**config.mk**
```make
export PLATFORM = sky130hd
export DESIGN_NAME = hazard_unit
export DESIGN_NICKNAME = d
export VERILOG_FILES = /design/src/rtl/hazard_unit.sv
export SDC_FILE = /design/constraint.sdc
export NUM_CORES = 1
export LEC_CHECK = 0
export CAP_MARGIN = 40
export CORE_MARGIN = 2
export CORE_UTILIZATION = 28
export CTS_CLUSTER_DIAMETER = 80
export DETAILED_ROUTE_END_ITERATION = 8
export GPL_ROUTABILITY_DRIVEN = 0
export PLACE_DENSITY = 0.85
export SETUP_SLACK_MARGIN = 0.5
export SLEW_MARGIN = 20
export SYNTH_ARGS = -nofsm -noshare
export SYNTH_HDL_FRONTEND = slang
export SYNTH_SLANG_ARGS = --single-unit
```
**constraint.sdc**
```tcl
create_clock -name clk_i -period 2.4 [get_ports clk_i]
set_input_delay 0.48 -clock clk_i [delete_from_list [all_inputs] [get_ports clk_i]]
set_output_delay 0.48 -clock clk_i [all_outputs]
set_load 0.02 [all_outputs]
```
**src/rtl/hazard_unit.sv**
```systemverilog
// hazard_unit: load-use, execute-wait and taken-branch flush controller for the 5-stage MIPS pipeline.
// Define HAZARD_STATS_EN to build the saturating stall/flush statistics counters.
module hazard_unit #(
    parameter int FLUSH_CYCLES = 1,
    parameter int STAT_W       = 16
) (
    input  logic              clk_i,
    input  logic              rst_ni,
    input  logic [4:0]        fdRsAddr_i,
    input  logic [4:0]        fdRtAddr_i,
    input  logic              fdUsesRt_i,
    input  logic              deMemToRead_i,
    input  logic              deRegWrite_i,
    input  logic [4:0]        deRtAddr_i,
    input  logic              exBusy_i,
    input  logic              branchTaken_i,
    input  logic              clearStats_i,
    output logic              pcWrite_o,
    output logic              fdWrite_o,
    output logic              deBubble_o,
    output logic              deHold_o,
    output logic              fdFlush_o,
    output logic              deFlush_o,
    output logic [1:0]        state_o,
    output logic [STAT_W-1:0] stallCycles_o,
    output logic [STAT_W-1:0] flushCount_o
);

    typedef enum logic [1:0] {
        RUN      = 2'd0,
        LU_STALL = 2'd1,
        EX_WAIT  = 2'd2,
        FLUSH    = 2'd3
    } state_e;

    localparam logic [1:0] FLUSH_LAST = 2'(FLUSH_CYCLES - 1);

    state_e     state_d, state_q;
    logic [1:0] flushCnt_d, flushCnt_q;
    logic       loadUse;

    assign loadUse = deMemToRead_i && deRegWrite_i && (deRtAddr_i != 5'd0) &&
                     ((deRtAddr_i == fdRsAddr_i) || (fdUsesRt_i && (deRtAddr_i == fdRtAddr_i)));

    always_ff @(posedge clk_i or negedge rst_ni) begin
        if (!rst_ni) begin
            state_q    <= RUN;
            flushCnt_q <= 2'd0;
        end else begin
            state_q    <= state_d;
            flushCnt_q <= flushCnt_d;
        end
    end

    // The branch cycle itself is the first flush cycle; FLUSH covers the remaining ones.
    always_comb begin
        state_d    = state_q;
        flushCnt_d = flushCnt_q;
        pcWrite_o  = 1'b1;
        fdWrite_o  = 1'b1;
        deBubble_o = 1'b0;
        deHold_o   = 1'b0;
        fdFlush_o  = 1'b0;
        deFlush_o  = 1'b0;

        if (state_q == FLUSH) begin
            fdFlush_o = 1'b1;
            deFlush_o = 1'b1;
            if (flushCnt_q >= FLUSH_LAST) begin
                state_d    = RUN;
                flushCnt_d = 2'd0;
            end else begin
                flushCnt_d = flushCnt_q + 2'd1;
            end
        end else if (branchTaken_i) begin
            fdFlush_o = 1'b1;
            deFlush_o = 1'b1;
            if (FLUSH_CYCLES > 1) begin
                state_d    = FLUSH;
                flushCnt_d = 2'd1;
            end else begin
                state_d    = RUN;
                flushCnt_d = 2'd0;
            end
        end else if (exBusy_i) begin
            pcWrite_o = 1'b0;
            fdWrite_o = 1'b0;
            deHold_o  = 1'b1;
            state_d   = EX_WAIT;
        end else if (loadUse && (state_q != LU_STALL)) begin
            pcWrite_o  = 1'b0;
            fdWrite_o  = 1'b0;
            deBubble_o = 1'b1;
            state_d    = LU_STALL;
        end else begin
            state_d = RUN;
        end

        // Outputs must show the idle pattern while reset is held, whatever the inputs do.
        if (!rst_ni) begin
            pcWrite_o  = 1'b1;
            fdWrite_o  = 1'b1;
            deBubble_o = 1'b0;
            deHold_o   = 1'b0;
            fdFlush_o  = 1'b0;
            deFlush_o  = 1'b0;
        end
    end

    assign state_o = state_q;

`ifdef HAZARD_STATS_EN
    logic              branchAccept;
    logic [STAT_W-1:0] stallCycles_d, stallCycles_q;
    logic [STAT_W-1:0] flushCount_d, flushCount_q;

    assign branchAccept = branchTaken_i && (state_q != FLUSH);

    always_comb begin
        stallCycles_d = stallCycles_q;
        flushCount_d  = flushCount_q;
        if (clearStats_i) begin
            stallCycles_d = '0;
            flushCount_d  = '0;
        end else begin
            if (!pcWrite_o && (stallCycles_q != '1)) begin
                stallCycles_d = stallCycles_q + STAT_W'(1);
            end
            if (branchAccept && (flushCount_q != '1)) begin
                flushCount_d = flushCount_q + STAT_W'(1);
            end
        end
    end

    always_ff @(posedge clk_i or negedge rst_ni) begin
        if (!rst_ni) begin
            stallCycles_q <= '0;
            flushCount_q  <= '0;
        end else begin
            stallCycles_q <= stallCycles_d;
            flushCount_q  <= flushCount_d;
        end
    end

    assign stallCycles_o = stallCycles_q;
    assign flushCount_o  = flushCount_q;
`else
    logic unusedStats;

    assign unusedStats   = clearStats_i;
    assign stallCycles_o = '0;
    assign flushCount_o  = '0;
`endif

endmodule

```
==> run summary <==
Quantity of hold-fixing buffers added after cts: 0. For the post-layout total power, the log shows 256 uW. The critical path arrival is 1720 ps, and the vertical die dimension is 47.3 um. At the end of the flow, the number of nets in the layout was 128. The sequential fraction of the synthesis area came out at 0.0955.

In the routed design, unresolved DRC markers number 0. The number of vias after detailed routing is 487, and the violation count after the first detailed-route iteration is 0. The initial antenna violation count was 0; the post-synthesis area per instance was 8.32 um^2.

The tools report the total inserted antenna cells as 0. The buffer levels on the longest clock path is 2. The initialized floorplan defines 15 standard-cell rows. For the via count of the first global-routing pass, the log shows 425.

The cell with the most instances after synthesis was buf_4. The number of detailed-routing iterations run before antenna repair was 1. The tools report the CTS H-tree depth as 1. The routed design could run at a clock period as short as 2200 ps. The synthesized cell area is 524 um^2, and the clock insertion delay at the later pin of the skew report is 230 ps.

The cell accounting for the most synthesized area was buf_4. The number of maximum-capacitance constraint violations is 0, and the detailed-route vias per instance is 3.80. The detail route stage leaves a number of antenna-violating nets equal to 0. The top-level port count was 63. Clock skew on the completed layout was measured at 5.42 ps.

The critical path in this run is classified as in -> out. The layout overhead on the synthesized area works out to 61.1%. After synthesis the netlist holds a flip-flop and latch count of 2. Yosys mapped a number of flops with a built-in enable equal to 0.

The maximum achievable frequency came out at 454 MHz. Dominant combinational cell family by area after synthesis: buffers and inverters. For this run, the leading register cell type out of synthesis is dfrtp_1. During synthesis, Yosys emitted a total of 0 warnings. Number of standard cells after synthesis: 63. The share of synthesized cell area in full adder, half adder and majority cells works out to 0.

STA classifies the critical path startpoint as an input pin. Share of synthesized cell area in and, or, nand and nor gates: 0.143. Dividing the detail-routed wire length by the instance count gives 10.2 um.

The clock-pin slew on the worst setup and hold paths works out to 30 ps. The run gives 196 ps as the smallest setup slack after layout. The register with the most flip-flops in the layout has 2 of them.

The clock sink total was 2. The first global-routing pass estimated 1700 um of wire. For the count of different cell masters after synthesis, the log shows 20. The part of the cycle the worst path needs was 0.918; the die outline width was 47.3 um. IR analysis of the VDD net gives a maximum drop of 276 uV. The tools report the global-route usage over all layers as 0.118. The commonest cells after synthesis are buf_4 (34), xor2_1 (9), dfrtp_1 (2), nor4_1 (2). The setup slack after placement is -633 ps. Clock tree synthesis selected as its root buffer the cell clkbuf_4. Sorting the synthesized cells by area gives the leading types as buf_4 (49%), xor2_1 (15%), dfrtp_1 (9.5%). The post-route core utilization is 0.484. For this design the static power due to leakage is 0.000440 uW.

The XOR/XNOR share of the synthesized area is 0.167. The sum of routed wire length over all layers was 1300 um. The number of I/O port buffers is 29. Fraction of synthesis flops using an asynchronous set or reset pin: 1.00. The mux cell area share after synthesis is 0, and the data required time of the worst path is 1920 ps.

Global routing finished with a remaining overflow of 0. The tools report the final-report max-slew violation count as 0. The starting density of the core is 0.300, and the final non-filler cell total is 128. Clock tree synthesis inserted a total of 3 buffers. The flow ran to the end, and the final reports show no timing, DRC or antenna violations. Setup-violating endpoint count in the final report: 0. The share of post-route cells with drive strength above 1 works out to 0.369.

The tools report the half-perimeter wire length after detailed placement as 1060 um. Setup repair after global routing could not meet its margin everywhere. The area fraction in compound gates after synthesis is 0.0931, and the instance count after placement with tap cells included is 123. The fraction of post-synthesis cell area in the top cell type by area is 0.487. For this design the ratio of total power to cell area is 303 mW/mm^2. The floorplan step defined a core boundary enclosing 0.00175 mm^2. Entering global routing, the biggest net connects 5 pins. The final-report hold violation count came out at 0. TritonCTS built the clock tree.

The type of the tightest min-delay check was in -> async. In this run the worst path has a maximum fanout of 3. The die covers 0.00223 mm^2.

The endpoint type of the worst setup path is a primary output.
[through the flow]
stage	TNS (ps)	cell area, um^2	hold WS, ps
5_1_grt	0	845	204
3_5_place_dp	-1870	774	690
3_3_place_gp	-1850	774	667
4_1_cts	0	805	569
6_report	0	845	204
2_1_floorplan	0	644	184
[cells by family (layout without fill, tap and decap cells)]
| family | after synthesis | in the layout |
|---|---|---|
| buffers and inverters | 35 | 44 |
| and+or+nand+nor | 11 | 11 |
| xor gates and xnor gates | 10 | 10 |
| AOI/OAI and AO/OA | 4 | 4 |
| DFF | 2 | 2 |
| other | 1 | 32 |
[critical path, stage by stage]
cell,delay [ps]
buf_8,100
xor2_2,170
nor4_2,330
a32oi_2,190
o31a_1,310
buf_6,140
[layer usage]
| layer | up-vias | global-route usage | share of wire | routed length, um |
|---|---|---|---|---|
| met2 | 50 | 0.238 | 0.51 | 667 |
| li1 | 221 | - | - | - |
| met4 | 0 | 0.0833 | 0.021 | 27 |
| met3 | 4 | 0.0615 | 0.21 | 274 |
| met1 | 212 | 0.0748 | 0.25 | 330 |
| met5 | - | 0 | 0 | 0 |
[cell usage in the layout, fill, tap and decap left out, types with 2 or more instances in the layout]
| master | n |
|---|---|
| buf_6 | 7 |
| xor2_1 | 8 |
| conb_1 | 32 |
| clkbuf_4 | 3 |
| buf_4 | 10 |
| dlymetal6s2s_1 | 2 |
| clkdlybuf4s50_1 | 7 |
| dfrtp_1 | 2 |
| dlygate4sd2_1 | 7 |
| buf_2 | 6 |
[power by group]
| group | switching, uW | internal [uW] |
|---|---|---|
| Sequential | 0.809 | 34.9 |
| Clock | 19.5 | 55.2 |
| Combinational | 86.6 | 59.0 |
[worst paths after layout]
kind	startpoint	to	slack (ps)	cells after the start
max reg2reg	state_o[0]	state_o[0]	1130	5
max in group asynchronous	rst_ni	state_o[1]	2100	2
min	rst_ni	state_o[0]	200	2
max	deRtAddr_i[2]	pcWrite_o	200	6
min in group clk_i	branchTaken_i	state_o[0]	730	4
min reg2reg	state_o[1]	state_o[0]	760	3
[final cells by class]
| cell class | instances | area [um^2] |
|---|---|---|
| Timing Repair Buffer | 40 | 355 |
| Clock buffer | 3 | 22.5 |
| Multi-Input combinational cell | 57 | 382 |
| Tap cell | 25 | 31.3 |
| Fill cell | 185 | 901 |
| Sequential cell | 2 | 50.0 |
| Inverter | 1 | 3.75 |
[what timing repair did]
action                     4_1_cts  5_1_grt
gates resized for setup         77        9
pin swaps                       13        1
setup endpoints to repair        7        6
setup buffers                    2        0
Note: power is estimated with default switching activity, not from simulation.
